===== config.mk =====
export PLATFORM = sky130hd
export DESIGN_NAME = sdram_host_arbiter
export DESIGN_NICKNAME = d
export VERILOG_FILES = /design/src/rtl/sdram_host_arbiter.sv
export SDC_FILE = /design/constraint.sdc
export NUM_CORES = 1
export LEC_CHECK = 0
export ABC_AREA = 1
export BUFFER_PORTS_ARGS = -buffer_cell sky130_fd_sc_hd__buf_2
export CAP_MARGIN = 20
export CORE_ASPECT_RATIO = 1.2
export CORE_MARGIN = 5
export CORE_UTILIZATION = 45
export CTS_CLUSTER_DIAMETER = 150
export DETAILED_ROUTE_END_ITERATION = 8
export PLACE_DENSITY = 0.88
export REMOVE_ABC_BUFFERS = 1
export SLEW_MARGIN = 20
export SYNTH_ARGS = -nofsm -noshare
export SYNTH_HDL_FRONTEND = slang
export SYNTH_SLANG_ARGS = --single-unit
export TNS_END_PERCENT = 100

===== constraint.sdc =====
create_clock -name clk -period 2.5 [get_ports clk]
set_input_delay 0.5 -clock clk [delete_from_list [all_inputs] [get_ports clk]]
set_output_delay 0.5 -clock clk [all_outputs]
set_load 0.01 [all_outputs]

===== src/rtl/sdram_host_arbiter.sv =====
`default_nettype none
// ============================================================================
//  Module   : sdram_host_arbiter
//  Purpose  : N-channel host arbiter in front of sdram_controller. Picks one
//             requesting client (round-robin or fixed priority), issues its
//             read/write on the controller's single host port, acknowledges
//             it, and routes each returned read word to the issuing channel.
//  Ports    : clk, rst_n                  clock, async active-low reset
//             ch_wr_enable/ch_rd_enable   per-channel level requests
//             ch_addr/ch_wr_data          packed per-channel address / data
//             ch_ack                      one-hot acceptance pulse
//             ch_rd_data/ch_rd_ready      shared read data + one-hot valid
//             wr_addr/rd_addr/wr_data     controller host port
//             wr_enable/rd_enable         controller host port strobes
//             busy/rd_data/rd_ready       controller status / read return
//  Revision : 1.0  initial release
// ============================================================================
module sdram_host_arbiter #(
  parameter int NUM_CH      = 4,
  parameter int HADDR_WIDTH = 24,
  parameter int DATA_WIDTH  = 16,
  parameter int FIXED_PRIO  = 0
) (
  input  logic                          clk,
  input  logic                          rst_n,
  input  logic [NUM_CH-1:0]             ch_wr_enable,
  input  logic [NUM_CH-1:0]             ch_rd_enable,
  input  logic [NUM_CH*HADDR_WIDTH-1:0] ch_addr,
  input  logic [NUM_CH*DATA_WIDTH-1:0]  ch_wr_data,
  output logic [NUM_CH-1:0]             ch_ack,
  output logic [DATA_WIDTH-1:0]         ch_rd_data,
  output logic [NUM_CH-1:0]             ch_rd_ready,
  output logic [HADDR_WIDTH-1:0]        wr_addr,
  output logic [HADDR_WIDTH-1:0]        rd_addr,
  output logic [DATA_WIDTH-1:0]         wr_data,
  output logic                          wr_enable,
  output logic                          rd_enable,
  input  logic                          busy,
  input  logic [DATA_WIDTH-1:0]         rd_data,
  input  logic                          rd_ready
);

  localparam int                IDX_W      = $clog2(NUM_CH);
  localparam logic [IDX_W-1:0]  C_LAST_RST = IDX_W'(NUM_CH - 1);
  localparam logic [NUM_CH-1:0] C_ONE      = NUM_CH'(1);

  typedef enum logic [1:0] {
    S_IDLE  = 2'd0,
    S_ISSUE = 2'd1,
    S_WAIT  = 2'd2
  } state_t;

  state_t             r_state;
  logic [IDX_W-1:0]   r_gnt;
  logic [IDX_W-1:0]   r_last;
  logic               r_op_wr;
  logic               r_rd_done;

  logic [NUM_CH-1:0]      w_req;
  logic [NUM_CH-1:0]      w_gnt_oh;
  logic [IDX_W-1:0]       w_lo_idx;
  logic [IDX_W-1:0]       w_hi_idx;
  logic                   w_hi_found;
  logic [IDX_W-1:0]       w_sel;
  logic [HADDR_WIDTH-1:0] w_sel_addr;
  logic [DATA_WIDTH-1:0]  w_sel_data;
  logic                   w_sel_wr;

  // A channel being acknowledged this cycle is masked so its stale request
  // can never be granted a second time.
  assign w_req    = (ch_wr_enable | ch_rd_enable) & ~ch_ack;
  assign w_gnt_oh = C_ONE << r_gnt;

  // Round-robin as two lowest-index searches: first among channels above
  // the last winner, otherwise wrap around to the lowest requester overall.
  always_comb begin
    w_lo_idx   = '0;
    w_hi_idx   = '0;
    w_hi_found = 1'b0;
    for (int i = NUM_CH - 1; i >= 0; i--) begin
      if (w_req[i]) begin
        w_lo_idx = IDX_W'(i);
        if (IDX_W'(i) > r_last) begin
          w_hi_idx   = IDX_W'(i);
          w_hi_found = 1'b1;
        end
      end
    end
  end

  assign w_sel = ((FIXED_PRIO == 0) && w_hi_found) ? w_hi_idx : w_lo_idx;

  always_comb begin
    w_sel_addr = '0;
    w_sel_data = '0;
    w_sel_wr   = 1'b0;
    for (int i = 0; i < NUM_CH; i++) begin
      if (w_sel == IDX_W'(i)) begin
        w_sel_addr = ch_addr[i*HADDR_WIDTH +: HADDR_WIDTH];
        w_sel_data = ch_wr_data[i*DATA_WIDTH +: DATA_WIDTH];
        // write wins when a channel raises both enables
        w_sel_wr   = ch_wr_enable[i];
      end
    end
  end

  always_ff @(posedge clk or negedge rst_n) begin
    if (!rst_n) begin
      r_state     <= S_IDLE;
      r_gnt       <= '0;
      r_last      <= C_LAST_RST;
      r_op_wr     <= 1'b0;
      r_rd_done   <= 1'b0;
      ch_ack      <= '0;
      ch_rd_data  <= '0;
      ch_rd_ready <= '0;
      wr_addr     <= '0;
      rd_addr     <= '0;
      wr_data     <= '0;
      wr_enable   <= 1'b0;
      rd_enable   <= 1'b0;
    end else begin
      ch_ack      <= '0;
      ch_rd_ready <= '0;

      // Read words are only meaningful while a transaction is in flight.
      if (rd_ready && (r_state == S_ISSUE || r_state == S_WAIT)) begin
        ch_rd_data  <= rd_data;
        ch_rd_ready <= w_gnt_oh;
      end

      case (r_state)
        S_IDLE: begin
          if ((|w_req) && !busy) begin
            r_gnt     <= w_sel;
            r_last    <= w_sel;
            r_op_wr   <= w_sel_wr;
            r_rd_done <= 1'b0;
            if (w_sel_wr) begin
              wr_addr   <= w_sel_addr;
              wr_data   <= w_sel_data;
              wr_enable <= 1'b1;
            end else begin
              rd_addr   <= w_sel_addr;
              rd_enable <= 1'b1;
            end
            r_state <= S_ISSUE;
          end
        end

        S_ISSUE: begin
          if (rd_ready) begin
            r_rd_done <= 1'b1;
          end
          // Controller raising busy is the acceptance handshake.
          if (busy) begin
            wr_enable <= 1'b0;
            rd_enable <= 1'b0;
            ch_ack    <= w_gnt_oh;
            r_state   <= S_WAIT;
          end
        end

        S_WAIT: begin
          if (rd_ready) begin
            r_rd_done <= 1'b1;
          end
          if (!busy && (r_op_wr || r_rd_done)) begin
            r_rd_done <= 1'b0;
            r_state   <= S_IDLE;
          end
        end

        default: r_state <= S_IDLE;
      endcase
    end
  end

endmodule
`default_nettype wire


; ---- Word-level counts from Yosys, hierarchy flattened
; Index checks and enable logic that the tools add are counted.
[totals]
out_inout_bits = 90
elab_cells = 101
register_bits = 98
[classes]
bitwise = 4
n_eq_ne = 10
n_reduce_logical = 18
n_mux = 51
n_lt_le_gt_ge = 4
n_shift = 1
[op_table]
columns = cell, n
row1 = $mux W24, 4
row2 = $mux W16, 4
row3 = $mux W2, 16
row4 = $mux W1, 20
row5 = $mux W4, 3
row6 = $reduce_and A3 Y1, 3
row7 = $ne A2 B2 Y1 const B, 4
row8 = $reduce_and A4 Y1, 2
row9 = $eq A2 B2 Y1 const B, 3
row10 = $pmux W2 S3, 1
row11 = $and A4 B4 Y4, 1
row12 = $eq A2 B1 Y1 const B, 2
row13 = $gt A1 B2 Y1 const A, 2
row14 = $gt A2 B2 Y1 const A, 2
row15 = $logic_not A2 Y1, 2
row16 = $not A4 Y4, 1
row17 = $or A4 B4 Y4, 1
row18 = $pmux W1 S2, 2
row19 = $reduce_and A2 Y1, 2
row20 = $reduce_or A4 Y1, 1
row21 = $shl A1 B2 Y4 const A, 1
row22 = $logic_and A1 B1 Y1, 3
row23 = $pmux W1 S3, 1
row24 = $reduce_bool A3 Y1, 1
row25 = 5 further kinds, 6

; ---- Logic depth before layout (Yosys ltp)
[depth]
ltp_word = 18
mapped_depth = 16
depth_no_buf = 16

; ---- Least setup slack after synthesis
; OpenSTA, ideal clock, no wires.
[synth_timing]
path_kind = in2reg
from = input ch_rd_enable[0]
to = register wr_addr[0]
arrival_ns = 1.765
setup_slack_ns = 0.618
required_time_ns = 2.383
setup_ns = 0.117
cell_stages = 11
path_cell_list = o21bai_1 nand2_1 nand3_1 nand3_2 nor2_4 nand2_1 nand4_4 nand2_2 buf_2 nand2_1 nand2_1
[synth_via]
elab_chain_len = 10
elab_cells_between_ends = 21
[synth_rtl]
columns = element, line_no
row1 = "start, declared", 27  ; input logic [NUM_CH-1:0] ch_rd_enable,
row2 = $or A4 B4 Y4 (*), 71  ; assign w_req = (ch_wr_enable | ch_rd_enable) & ~ch_ack;
row3 = $and A4 B4 Y4 (*), 71
row4 = $mux W2 or $mux W1 (tied branches), 81  ; if (w_req[i]) begin
row5 = $mux W2, 91  ; assign w_sel = ((FIXED_PRIO == 0) && w_hi_found) ? w_hi_idx : w_lo_idx;
row6 = $logic_not A2 Y1, 98  ; if (w_sel == IDX_W'(i)) begin
row7 = $mux W1 (4 in a row), 98
row8 = $reduce_and A3 Y1 (no line), n/a
row9 = "end signal, assigned", 140  ; wr_addr <= w_sel_addr;
row10 = "end, declared", 33  ; output logic [HADDR_WIDTH-1:0] wr_addr,
; Every way passes the cells marked *; elsewhere a longest branch is shown, timed or not.
; A chain may end at the register's enable or synchronous reset.

; ---- Worst setup path after layout
[layout_timing]
from = register r_last[1]
to = register wr_addr[17]
[layout_via]
elab_chain_len = 16
elab_cells_between_ends = 34
[layout_rtl]
columns = element, line_no
row1 = "start, declared", 55  ; logic [IDX_W-1:0] r_last;
row2 = "start signal, assigned", 136  ; r_last <= w_sel;
row3 = $gt A2 B2 Y1, 83  ; if (IDX_W'(i) > r_last) begin
row4 = $mux W2 or $mux W1 (tied branches), 83
row5 = $mux W2 or $mux W1 (tied branches), 81
row6 = $mux W2 or $mux W1 (tied branches), 83
row7 = $mux W2 or $mux W1 (tied branches), 81
row8 = $mux W2 or $mux W1 (tied branches), 83
row9 = $mux W2 or $mux W1 (tied branches), 81
row10 = $mux W2 or $mux W1 (tied branches), 83
row11 = $mux W2 or $mux W1 (tied branches), 81
row12 = $mux W2 (*), 91
row13 = $logic_not A2 Y1, 98
row14 = $mux W1 (4 in a row), 98
row15 = $reduce_and A3 Y1 (no line), n/a
; Marked as above.

==> results.py <==
metrics = {
    "outcome": {
        "outcome": "finished, final reports clean",
    },
    "flow_run": {
        "maxCapViolCount": 0,
    },
    "clock_network": {
        "cts_tree": "done",
        "clkLatencyLatePin_ns": 0.33,
        "numCtsBuffers": 9,
        "path_clk_slew_ns": 0.07,
        "root_buffer": "clkbuf_16",
        "cts_resized": 0,
        "cts_setup_buffers": 0,
        "cts.sinks": 98,
        "h-tree-depth": 3,
        "ctsHoldBuffers": 0,
        "clock_path_buffers": 2,
    },
    "global_routing": {
        "grt-ovfl-total": 0,
        "grt_pass1_wl_um": 27100,
        "antenna_found_initial": 0,
        "grt_max_degree": 53,
        "grt_pass1_vias": 5629,
        "track_usage": 0.248,
    },
    "critical_path": {
        "critPathArrivalTime_ns": 2.51,
        "critPathMaxFanout": 34,
        "path_class": "reg -> reg",
        "worst_setup_path_end_kind": "flip-flop",
        "cp_data_required_time_ns": 2.77,
        "cp-start-kind": "flip-flop",
    },
    "synthesis": {
        "ys_seq_area_frac": 0.478,
        "ys_seq_elements": 98,
        "ys_top_cells_by_area": "dfrtp_1 47%, nand2_1 21%, nand3_1 11%",
        "syn_area_sq_um": 5140,
        "syn_inst": 670,
        "yosysTopAreaCellShare": 0.467,
        "synth_top_cell_by_area": "dfrtp_1",
        "yosys_warnings": 0,
        "avgSynthCellArea_sq_um": 7.67,
        "synthDistinctLibCells": 26,
    },
    "timing": {
        "final.period_utilization": 0.896,
        "min_period_ns": 2.24,
        "rsz0062_at_grt": "false",
        "hold_viol": 0,
        "clock.fmax_mhz": 446,
        "setup_tns_ns": 0,
        "worst_pin_slew_ns": 0.694,
        "hold_slack_ns": 0.0181,
        "setup_viol": 0,
        "relSlewSlack": 0.536,
        "post-route-worst-setup-slack_ns": 0.259,
        "fin_worst_skew_ns": 0.0101,
        "finalMaxSlewViolations": 0,
    },
    "routing": {
        "routed_via_density": 5.15,
        "first_pass_iters": 5,
        "avgRoutedWirePerCell_um": 15.6,
        "antenna_left": 0,
        "initialDrtViolationCount": 324,
        "via_count": 5666,
        "drc": 0,
        "wirelength_um": 17200,
    },
    "placed_design": {
        "placedCellCount": 1084,
        "portBuffers": 277,
        "dpl-instance-area_sq_um": 6770,
        "gp_congestion": 0.885,
        "place_ws_ns": 0.150,
        "post-dp-hpwl_um": 13200,
    },
    "final_layout": {
        "nets": 1132,
        "multi_input_comb_area_sq_um": 2440,
        "final_cells": 1100,
        "drive_gt1_frac": 0.375,
        "stdcell_area_sq_um": 7080,
        "areaGrowthSynthToFinish_pct": 37.7,
        "final_util": 0.638,
        "fill_cells": 976,
        "diodes": 0,
        "regArea_sq_um": 2450,
    },
    "power": {
        "leakagePower_nw": 3.92,
        "power_density_nw_per_um2": 1300,
        "vdd_drop_max_mv": 0.615,
        "p_total_mw": 9.22,
    },
    "floorplanning": {
        "fp.dieH_um": 127,
        "die_w_um": 108,
        "initial_core_util": 0.464,
        "rows": 42,
        "die_area_sq_um": 13700,
        "core_sq_um": 11100,
        "pin_count": 278,
    },
    "worst_hold_path": {
        "worstHoldPathType": "in -> async",
    },
}
==> per-layer routing <==
layer | global-route usage | part of all wire | vias to the layer above
met5 | 0 | 0 | -
met2 | 0.439 | 0.51 | 266
li1 | - | - | 2750
met4 | 0.103 | 0.032 | 0
met3 | 0.0409 | 0.079 | 40
met1 | 0.296 | 0.38 | 2610
==> worst max-delay path: stages (launching register included) <==
cell and delay (ns):
dfstp_2 0.54, nand2_1 0.05, nand3_1 0.14, nand2_1 0.12, a21oi_1 0.16, nand2_1 0.10
nand2_2 0.27, buf_12 0.23, nand3_1 0.15, nand4_1 0.22, nand3_1 0.10, nand2_1 0.06
==> cells in the final DEF, fill, tap and decap left out, types with 6 or more instances in the layout <==
cell / count
buf_2: 276
buf_4: 21
clkbuf_16: 9
dfrtp_1: 96
inv_1: 17
mux2_2: 16
nand2_1: 284
nand3_1: 111
nand4_1: 41
nor2_1: 22
nor2_4: 6
o21ai_0: 10
==> sequential cells by signal (all words and copies together), names as in the netlist, 2 cells and up <==
| name | flops |
|---|---|
| r_gnt | 2 |
| rd_addr | 24 |
| r_last | 2 |
| ch_rd_data | 16 |
| ch_rd_ready | 4 |
| r_state | 2 |
| wr_addr | 24 |
| wr_data | 16 |
| ch_ack | 4 |
==> cell families (layout without fill, tap and decap cells) <==
group                      after synthesis  in the layout  share of synthesized area
AOI/OAI and AO/OA                       19             19                     0.0234
adders and majority gates                3              3                    0.00730
buffers and inverters                   62            338                     0.0511
DFF                                     98             98                      0.478
muxes                                   16             16                     0.0351
and+or+nand+nor                        472            472                      0.406
==> cell usage after synthesis (all sizes together) <==
cell type and instances:
nand2 286, nand3 114, dfrtp 96, nand4 42, buf 30, nor2 30, inv 22, mux2 16
o21ai 11, clkbuf 10, a21oi 4, ha 3, dfstp 2, o21bai 2, o21a 1, o31ai 1
==> worst paths after layout <==
check	slack, ns	endpoint	from	cells past startpoint
max in group asynchronous	1.81	wr_addr[10]	rst_n	2
min	0.02	r_rd_done	rst_n	1
min in group clk	0.39	ch_rd_data[12]	rd_data[12]	2
min reg2reg	0.48	wr_addr[2]	wr_addr[2]	2
max reg2reg	0.26	wr_addr[17]	r_last[1]	11
max	0.26	wr_addr[17]	r_last[1]	11
==> area by class of cell <==
| class | count | area share |
|---|---|---|
| Timing Repair Buffer | 300 | 0.226 |
| Sequential cell | 98 | 0.347 |
| Clock inverter | 7 | 0.0117 |
| Inverter | 22 | 0.0117 |
| Tap cell | 154 | 0.0272 |
| Multi-Input combinational cell | 510 | 0.345 |
| Clock buffer | 9 | 0.0318 |
==> where the power goes <==
group | switching [mW] | internal [mW]
clock network | 0.624 | 0.794
registers | 0.350 | 2.28
logic | 3.30 | 1.87
total | 4.27 | 4.95
Note: power is estimated with default switching activity, not from simulation.
